<file path="config.mk">
export PLATFORM = sky130hd
export DESIGN_NAME = ex_pipe_ctrl_flat
export DESIGN_NICKNAME = d
export VERILOG_FILES = /design/src/rtl/ex_pipe_ctrl_if.sv /design/src/rtl/ex_pipe_ctrl.sv /design/src/flat_wrapper.sv
export SDC_FILE = /design/constraint.sdc
export NUM_CORES = 1
export LEC_CHECK = 0
export CAP_MARGIN = 20
export CORE_MARGIN = 2
export CORE_UTILIZATION = 37
export CTS_CLUSTER_SIZE = 28
export DETAILED_ROUTE_END_ITERATION = 12
export GPL_ROUTABILITY_DRIVEN = 0
export PLACE_DENSITY = 0.83
export SLEW_MARGIN = 10
export SYNTH_ARGS = -nofsm -noshare
export SYNTH_HDL_FRONTEND = slang
export SYNTH_SLANG_ARGS = --single-unit
</file>
<file path="constraint.sdc">
create_clock -name clk -period 3 [get_ports clk]
set_input_delay 0.6 -clock clk [delete_from_list [all_inputs] [get_ports clk]]
set_output_delay 0.6 -clock clk [all_outputs]
set_load 0.1 [all_outputs]
</file>
<file path="src/rtl/ex_pipe_ctrl_if.sv">
// ============================================================================
// Module      : ex_pipe_ctrl_if
// Description : Hazard/redirect control bundle between the pipeline datapath
//               and the EX-stage pipeline controller.
// Revision    : 1.0 - initial release
// ============================================================================
`default_nettype none

interface ex_pipe_ctrl_if;
    logic        id_valid;
    logic [4:0]  id_rs1_addr;
    logic [4:0]  id_rs2_addr;
    logic        id_uses_rs1;
    logic        id_uses_rs2;
    logic [4:0]  ex_rd_addr;
    logic        ex_mem_read;
    logic        ex_branch_sel;
    logic [1:0]  ex_jump;
    logic [31:0] ex_branch_target;
    logic [31:0] ex_jump_target;
    logic        mem_req;
    logic        mem_ready;
    logic        pc_sel;
    logic [31:0] pc_redirect;
    logic        stall_if;
    logic        stall_id;
    logic        stall_ex;
    logic        flush_id;
    logic        flush_ex;
    logic        ex_valid;
    logic [1:0]  ctrl_state;
    logic [15:0] stall_cnt;
    logic [15:0] redirect_cnt;

    modport master (
        output id_valid, id_rs1_addr, id_rs2_addr, id_uses_rs1, id_uses_rs2,
        output ex_rd_addr, ex_mem_read, ex_branch_sel, ex_jump,
        output ex_branch_target, ex_jump_target, mem_req, mem_ready,
        input  pc_sel, pc_redirect, stall_if, stall_id, stall_ex,
        input  flush_id, flush_ex, ex_valid, ctrl_state, stall_cnt, redirect_cnt
    );

    modport slave (
        input  id_valid, id_rs1_addr, id_rs2_addr, id_uses_rs1, id_uses_rs2,
        input  ex_rd_addr, ex_mem_read, ex_branch_sel, ex_jump,
        input  ex_branch_target, ex_jump_target, mem_req, mem_ready,
        output pc_sel, pc_redirect, stall_if, stall_id, stall_ex,
        output flush_id, flush_ex, ex_valid, ctrl_state, stall_cnt, redirect_cnt
    );
endinterface

`default_nettype wire

</file>
<file path="src/rtl/ex_pipe_ctrl.sv">
// ============================================================================
// Module      : ex_pipe_ctrl
// Description : EX-stage pipeline controller: memory freeze, branch/jump
//               redirect and load-use bubble arbitration with event counters.
// Revision    : 1.0 - initial release
// ============================================================================
`default_nettype none

module ex_pipe_ctrl (
    input  wire logic       clk,
    input  wire logic       rst_n,
    ex_pipe_ctrl_if.slave   bus
);

    typedef enum logic [1:0] {
        ST_RUN    = 2'b00,
        ST_FREEZE = 2'b01,
        ST_REDIR  = 2'b10,
        ST_BUBBLE = 2'b11
    } state_t;

    localparam logic [15:0] c_CNT_MAX = 16'hFFFF;

    state_t      r_state;
    state_t      w_next_state;
    logic        r_ex_valid;
    logic [15:0] r_stall_cnt;
    logic [15:0] r_redirect_cnt;

    logic        w_freeze;
    logic        w_jump;
    logic        w_redir;
    logic        w_hit_rs1;
    logic        w_hit_rs2;
    logic        w_luh;
    logic        w_pc_sel;
    logic [31:0] w_pc_redirect;
    logic        w_stall_if;
    logic        w_stall_id;
    logic        w_stall_ex;
    logic        w_flush_id;
    logic        w_flush_ex;

    assign w_freeze  = bus.mem_req & ~bus.mem_ready;
    // Encoding 11 is reserved and behaves as "no jump".
    assign w_jump    = (bus.ex_jump == 2'b01) | (bus.ex_jump == 2'b10);
    assign w_redir   = r_ex_valid & (bus.ex_branch_sel | w_jump);
    assign w_hit_rs1 = bus.id_uses_rs1 & (bus.id_rs1_addr == bus.ex_rd_addr);
    assign w_hit_rs2 = bus.id_uses_rs2 & (bus.id_rs2_addr == bus.ex_rd_addr);
    assign w_luh     = r_ex_valid & bus.ex_mem_read & bus.id_valid &
                       (bus.ex_rd_addr != 5'd0) & (w_hit_rs1 | w_hit_rs2);

    always_comb begin
        w_next_state  = ST_RUN;
        w_pc_sel      = 1'b0;
        w_pc_redirect = 32'd0;
        w_stall_if    = 1'b0;
        w_stall_id    = 1'b0;
        w_stall_ex    = 1'b0;
        w_flush_id    = 1'b0;
        w_flush_ex    = 1'b0;
        if (w_freeze) begin
            // Redirect/bubble stay pending: EX state is held, so they re-evaluate later.
            w_next_state = ST_FREEZE;
            w_stall_if   = 1'b1;
            w_stall_id   = 1'b1;
            w_stall_ex   = 1'b1;
        end else if (w_redir) begin
            w_next_state  = ST_REDIR;
            w_pc_sel      = 1'b1;
            w_pc_redirect = w_jump ? bus.ex_jump_target : bus.ex_branch_target;
            w_flush_id    = 1'b1;
            w_flush_ex    = 1'b1;
        end else if (w_luh) begin
            w_next_state = ST_BUBBLE;
            w_stall_if   = 1'b1;
            w_stall_id   = 1'b1;
            w_flush_ex   = 1'b1;
        end
    end

    always_ff @(posedge clk or negedge rst_n) begin
        if (!rst_n) begin
            r_state        <= ST_RUN;
            r_ex_valid     <= 1'b0;
            r_stall_cnt    <= 16'd0;
            r_redirect_cnt <= 16'd0;
        end else begin
            r_state <= w_next_state;
            if (!w_freeze) begin
                r_ex_valid <= bus.id_valid & ~(w_redir | w_luh);
            end
            if (((w_next_state == ST_FREEZE) || (w_next_state == ST_BUBBLE)) &&
                (r_stall_cnt != c_CNT_MAX)) begin
                r_stall_cnt <= r_stall_cnt + 16'd1;
            end
            if ((w_next_state == ST_REDIR) && (r_redirect_cnt != c_CNT_MAX)) begin
                r_redirect_cnt <= r_redirect_cnt + 16'd1;
            end
        end
    end

    assign bus.pc_sel       = w_pc_sel;
    assign bus.pc_redirect  = w_pc_redirect;
    assign bus.stall_if     = w_stall_if;
    assign bus.stall_id     = w_stall_id;
    assign bus.stall_ex     = w_stall_ex;
    assign bus.flush_id     = w_flush_id;
    assign bus.flush_ex     = w_flush_ex;
    assign bus.ex_valid     = r_ex_valid;
    assign bus.ctrl_state   = r_state;
    assign bus.stall_cnt    = r_stall_cnt;
    assign bus.redirect_cnt = r_redirect_cnt;

endmodule

`default_nettype wire

</file>
<file path="src/flat_wrapper.sv">
// flat-port wrapper written by rule: the top's interface ports become plain ports
module ex_pipe_ctrl_flat 
  (clk, rst_n, bus_id_valid, bus_id_rs1_addr, bus_id_rs2_addr, bus_id_uses_rs1, bus_id_uses_rs2, bus_ex_rd_addr, bus_ex_mem_read, bus_ex_branch_sel, bus_ex_jump, bus_ex_branch_target, bus_ex_jump_target, bus_mem_req, bus_mem_ready, bus_pc_sel, bus_pc_redirect, bus_stall_if, bus_stall_id, bus_stall_ex, bus_flush_id, bus_flush_ex, bus_ex_valid, bus_ctrl_state, bus_stall_cnt, bus_redirect_cnt);
  ex_pipe_ctrl_if bus_i ();
  input  wire logic clk;
  input  wire logic rst_n;
  input wire logic [$bits(bus_i.id_valid)-1:0] bus_id_valid;
  input wire logic [$bits(bus_i.id_rs1_addr)-1:0] bus_id_rs1_addr;
  input wire logic [$bits(bus_i.id_rs2_addr)-1:0] bus_id_rs2_addr;
  input wire logic [$bits(bus_i.id_uses_rs1)-1:0] bus_id_uses_rs1;
  input wire logic [$bits(bus_i.id_uses_rs2)-1:0] bus_id_uses_rs2;
  input wire logic [$bits(bus_i.ex_rd_addr)-1:0] bus_ex_rd_addr;
  input wire logic [$bits(bus_i.ex_mem_read)-1:0] bus_ex_mem_read;
  input wire logic [$bits(bus_i.ex_branch_sel)-1:0] bus_ex_branch_sel;
  input wire logic [$bits(bus_i.ex_jump)-1:0] bus_ex_jump;
  input wire logic [$bits(bus_i.ex_branch_target)-1:0] bus_ex_branch_target;
  input wire logic [$bits(bus_i.ex_jump_target)-1:0] bus_ex_jump_target;
  input wire logic [$bits(bus_i.mem_req)-1:0] bus_mem_req;
  input wire logic [$bits(bus_i.mem_ready)-1:0] bus_mem_ready;
  output wire logic [$bits(bus_i.pc_sel)-1:0] bus_pc_sel;
  output wire logic [$bits(bus_i.pc_redirect)-1:0] bus_pc_redirect;
  output wire logic [$bits(bus_i.stall_if)-1:0] bus_stall_if;
  output wire logic [$bits(bus_i.stall_id)-1:0] bus_stall_id;
  output wire logic [$bits(bus_i.stall_ex)-1:0] bus_stall_ex;
  output wire logic [$bits(bus_i.flush_id)-1:0] bus_flush_id;
  output wire logic [$bits(bus_i.flush_ex)-1:0] bus_flush_ex;
  output wire logic [$bits(bus_i.ex_valid)-1:0] bus_ex_valid;
  output wire logic [$bits(bus_i.ctrl_state)-1:0] bus_ctrl_state;
  output wire logic [$bits(bus_i.stall_cnt)-1:0] bus_stall_cnt;
  output wire logic [$bits(bus_i.redirect_cnt)-1:0] bus_redirect_cnt;
  assign bus_i.id_valid = bus_id_valid;
  assign bus_i.id_rs1_addr = bus_id_rs1_addr;
  assign bus_i.id_rs2_addr = bus_id_rs2_addr;
  assign bus_i.id_uses_rs1 = bus_id_uses_rs1;
  assign bus_i.id_uses_rs2 = bus_id_uses_rs2;
  assign bus_i.ex_rd_addr = bus_ex_rd_addr;
  assign bus_i.ex_mem_read = bus_ex_mem_read;
  assign bus_i.ex_branch_sel = bus_ex_branch_sel;
  assign bus_i.ex_jump = bus_ex_jump;
  assign bus_i.ex_branch_target = bus_ex_branch_target;
  assign bus_i.ex_jump_target = bus_ex_jump_target;
  assign bus_i.mem_req = bus_mem_req;
  assign bus_i.mem_ready = bus_mem_ready;
  assign bus_pc_sel = bus_i.pc_sel;
  assign bus_pc_redirect = bus_i.pc_redirect;
  assign bus_stall_if = bus_i.stall_if;
  assign bus_stall_id = bus_i.stall_id;
  assign bus_stall_ex = bus_i.stall_ex;
  assign bus_flush_id = bus_i.flush_id;
  assign bus_flush_ex = bus_i.flush_ex;
  assign bus_ex_valid = bus_i.ex_valid;
  assign bus_ctrl_state = bus_i.ctrl_state;
  assign bus_stall_cnt = bus_i.stall_cnt;
  assign bus_redirect_cnt = bus_i.redirect_cnt;
  ex_pipe_ctrl u_core (.clk(clk), .rst_n(rst_n), .bus(bus_i));
endmodule
</file>
==> summary.txt <==
STA
  – Final setup skew: 0.00752 ns
  – Final Hold Vio Count: 0
  – Top achievable clock speed: 0.348 GHz
  – Slew of the pin with the lowest slew margin: 0.597 ns
  – RSZ-0062 raised after global routing: false
  – Slew Viols, Final: 0
  – Final setup vio count: 0
  – Slew headroom: 0.599
  – Final critical-path share of the clock period: 0.959
  – Shortest period the worst path allows: 2.88 ns
  – Accumulated negative setup slack: 0 ns

Final layout
  – Share of cells above drive strength 1: 0.300
  – Number of filler cells placed in the layout: 388
  – Most common library cell in the layout ignoring fill and taps: sky130_fd_sc_hd__clkdlybuf4s50_1
  – Area taken by multi-input logic gates: 1460 um2
  – Register area: 877 um2
  – Area growth, synth to finish: 106%
  – Fraction of the core area covered by cells at the end of the flow: 0.780
  – Highest-count cells in the layout ignoring fill and taps: sky130_fd_sc_hd__clkdlybuf4s50_1 (89), sky130_fd_sc_hd__nand2_1 (78), sky130_fd_sc_hd__buf_4 (47), sky130_fd_sc_hd__buf_12 (39)
  – Antenna diodes: 0
  – Layout net count: 537

Worst setup path
  – Worst Path Arrival: 2.28 ns
  – Cell family with most CP delay: buffers and inverters
  – Count of cells along the worst register-to-register path: 6
  – Setup crit end kind: output port
  – CP max stage cell: sky130_fd_sc_hd__clkdlybuf4s50_1
  – Data required, critical path: 2.40 ns
  – Critical Path Max Stage Delay: 0.62 ns
  – Worst flop-to-flop path endpoint: u_core.bus.stall_cnt[1]$_DFFE_PN0P_
  – Largest fanout on the critical path: 30
  – Critical Path Most Common Cell: sky130_fd_sc_hd__buf_12
  – Launch point of the worst path: bus_ex_jump[1]
  – Buf/Inv on CP: 3
  – Startpoint class of the critical path: primary input
  – Setup slack on the worst flop-to-flop path: 0.91 ns
  – Critical Path, Cell by Cell: clkdlybuf4s50_1 -> xor2_4 -> o221ai_4 -> buf_12 -> a21oi_1 -> buf_12
  – Launch instance of the worst register-to-register path: u_core.bus.stall_cnt[0]$_DFFE_PN0P_
  – Path type of the worst setup path: primary input to output port

GRT
  – First-pass GRT wire length: 12200 um
  – Initial antenna violation count: 0
  – GRT Total Usage: 0.240
  – Largest net degree at the start of global routing: 36
  – Number of global-route vias before repair: 2550
  – Grt total ovfl: 0

Yosys
  – Post-synthesis area per instance: 8.00 um2
  – Number of flip-flops and latches in the synthesized netlist: 35
  – Number of distinct library cells after synthesis: 29
  – Sequential share of the synthesized area: 0.395
  – Total nets after synthesis: 369
  – Leading post-synthesis cells by cell area: sky130_fd_sc_hd__dfrtp_1 (40%), sky130_fd_sc_hd__xnor2_1 (14%), sky130_fd_sc_hd__nand2_1 (13%)
  – Cell count after synthesis: 277
  – Cell area after synthesis: 2220 um2
  – Number of warnings reported in the yosys synthesis log: 0
  – Synth top area share: 0.395
  – Top cell type by total area after synthesis: sky130_fd_sc_hd__dfrtp_1

Detailed routing
  – First-pass iteration count of the detailed router: 4
  – Post-route met1 wirelength: 2780 um
  – Post-DRT Antenna Nets: 0
  – Highest signal layer in the routed design: met4
  – Routed via count divided by cell count: 4.97
  – Met2 wire length: 4420 um
  – Via count: 2590
  – Violation count after the first detailed-routing iteration: 78
  – Routed wl met3: 736 um
  – Routed wire length per instance: 15.5 um
  – Residual DRC count: 0
  – Wire length after detailed routing: 8060 um

CTS
  – CTS HTree Levels: 2
  – Maximum count of clock buffers along a single path: 2
  – Hold-fix buffers at CTS: 0
  – Number of resized instances in the post-cts repair step: 0
  – Clock net sink count: 35
  – Buffers inserted by post-CTS timing repair: 0
  – Clock tree from TritonCTS: done
  – Clock Tree Root: sky130_fd_sc_hd__clkbuf_8
  – Number of buffers created by CTS: 5
  – Source-to-sink clock delay at the later pin of the worst-skew pair: 0.29 ns
  – Clock transition at the registers of the reported paths: 0.07 ns

Die
  – Die span in y: 81.4 um
  – Total Die Area: 6630 um2
  – Core box area: 5850 um2
  – Starting density of the core: 0.379
  – Number of placement rows: 28
  – Top-level I/O count: 163
  – Die Wd: 81.4 um

Run
  – Maximum capacitance violations: 0

Power
  – Reported leakage power: 1.90 nW
  – PwrDens: 557 nW/um2
  – Largest voltage drop on the vdd net: 1.04 mV

Hold path
  – Instance count along the most critical hold path: 1
  – WHS Endpoint: u_core.bus.stall_cnt[6]$_DFFE_PN0P_
  – Hold Path Origin: u_core.bus.stall_cnt[6]$_DFFE_PN0P_
  – Worst min-delay path category: flop to flop

Placement
  – Detailed Place HPWL: 6670 um
  – PortBufs: 162

Run status
  – Outcome: complete, no violations
==> worst max path at each step <==
stage / cells after the start / to / slack, ns
finish: 6 / bus_pc_redirect[31] / 0.12
global route: 6 / bus_pc_redirect[31] / 0.03
CTS: 6 / bus_pc_redirect[31] / 0.07
detailed placement: 6 / bus_pc_redirect[31] / 0.08
global placement: 6 / bus_pc_redirect[31] / 0.13
floorplan: 4 / bus_pc_redirect[1] / -0.34
==> Yosys cell counts, drive strengths merged <==
cell type,n
a211o,1
a21oi,36
a31o,1
and3,8
and4,2
buf,4
clkbuf,10
dfrtp,35
ha,2
inv,4
mux2,3
nand2,78
nand2b,2
nand3,19
nand3b,1
nand4,10
nand4b,1
nor2,11
nor3,4
nor3b,1
o21ai,2
o221ai,1
o22ai,1
xnor2,35
xor2,5
==> per-stage QoR <==
stage / std cells / instance area, um2 / power [mW] / hold WS [ns] / worst slack [ns]
floorplan: 277 / 2400 / 1.69 / 0.304 / -0.342
global placement: 513 / 4460 / 2.18 / 0.481 / 0.126
detailed placement: 513 / 4460 / 2.21 / 0.494 / 0.0804
CTS: 521 / 4550 / 2.56 / 0.502 / 0.0737
global route: 521 / 4570 / 2.64 / 0.516 / 0.0314
finish: 521 / 4570 / 2.54 / 0.497 / 0.124
==> per-layer routing <==
metal  GRT usage  vias up
li1            -     1261
met1       0.251     1207
met3      0.0637       14
met5           0        -
met2       0.461      108
met4      0.0763        0
==> final cells by class <==
cell class / count / area share
Multi-Input combinational cell: 224 / 0.320
Tap cell: 75 / 0.0206
Sequential cell: 35 / 0.192
Clock inverter: 1 / 0.00110
Timing Repair Buffer: 175 / 0.443
Clock buffer: 7 / 0.0189
Inverter: 4 / 0.00411
==> sequential cells by signal (all words and copies together) (netlist names) <==
| name | flops |
|---|---|
| u_core.bus.redirect_cnt | 16 |
| u_core.bus.stall_cnt | 16 |
| u_core.bus.ctrl_state | 2 |
| u_core.bus.ex_valid | 1 |
==> power by group <==
part | switching [mW] | internal, mW
combinational | 1.08 | 0.467
sequential | 0.105 | 0.548
clock | 0.161 | 0.185
==> cell families (layout without fill, tap and decap cells) <==
| family | after synthesis | in the layout | share of synthesized area |
|---|---|---|---|
| flip-flops | 35 | 35 | 0.395 |
| adder cells (fa/ha/maj) | 2 | 2 | 0.0113 |
| AO/OA/AOI/OAI | 42 | 42 | 0.105 |
| AND/OR/NAND/NOR | 137 | 137 | 0.278 |
| multiplexers | 3 | 3 | 0.0152 |
| buffers and inverters | 18 | 187 | 0.0344 |
| XOR/XNOR | 40 | 40 | 0.161 |
Power figures use the tool's default switching activity.
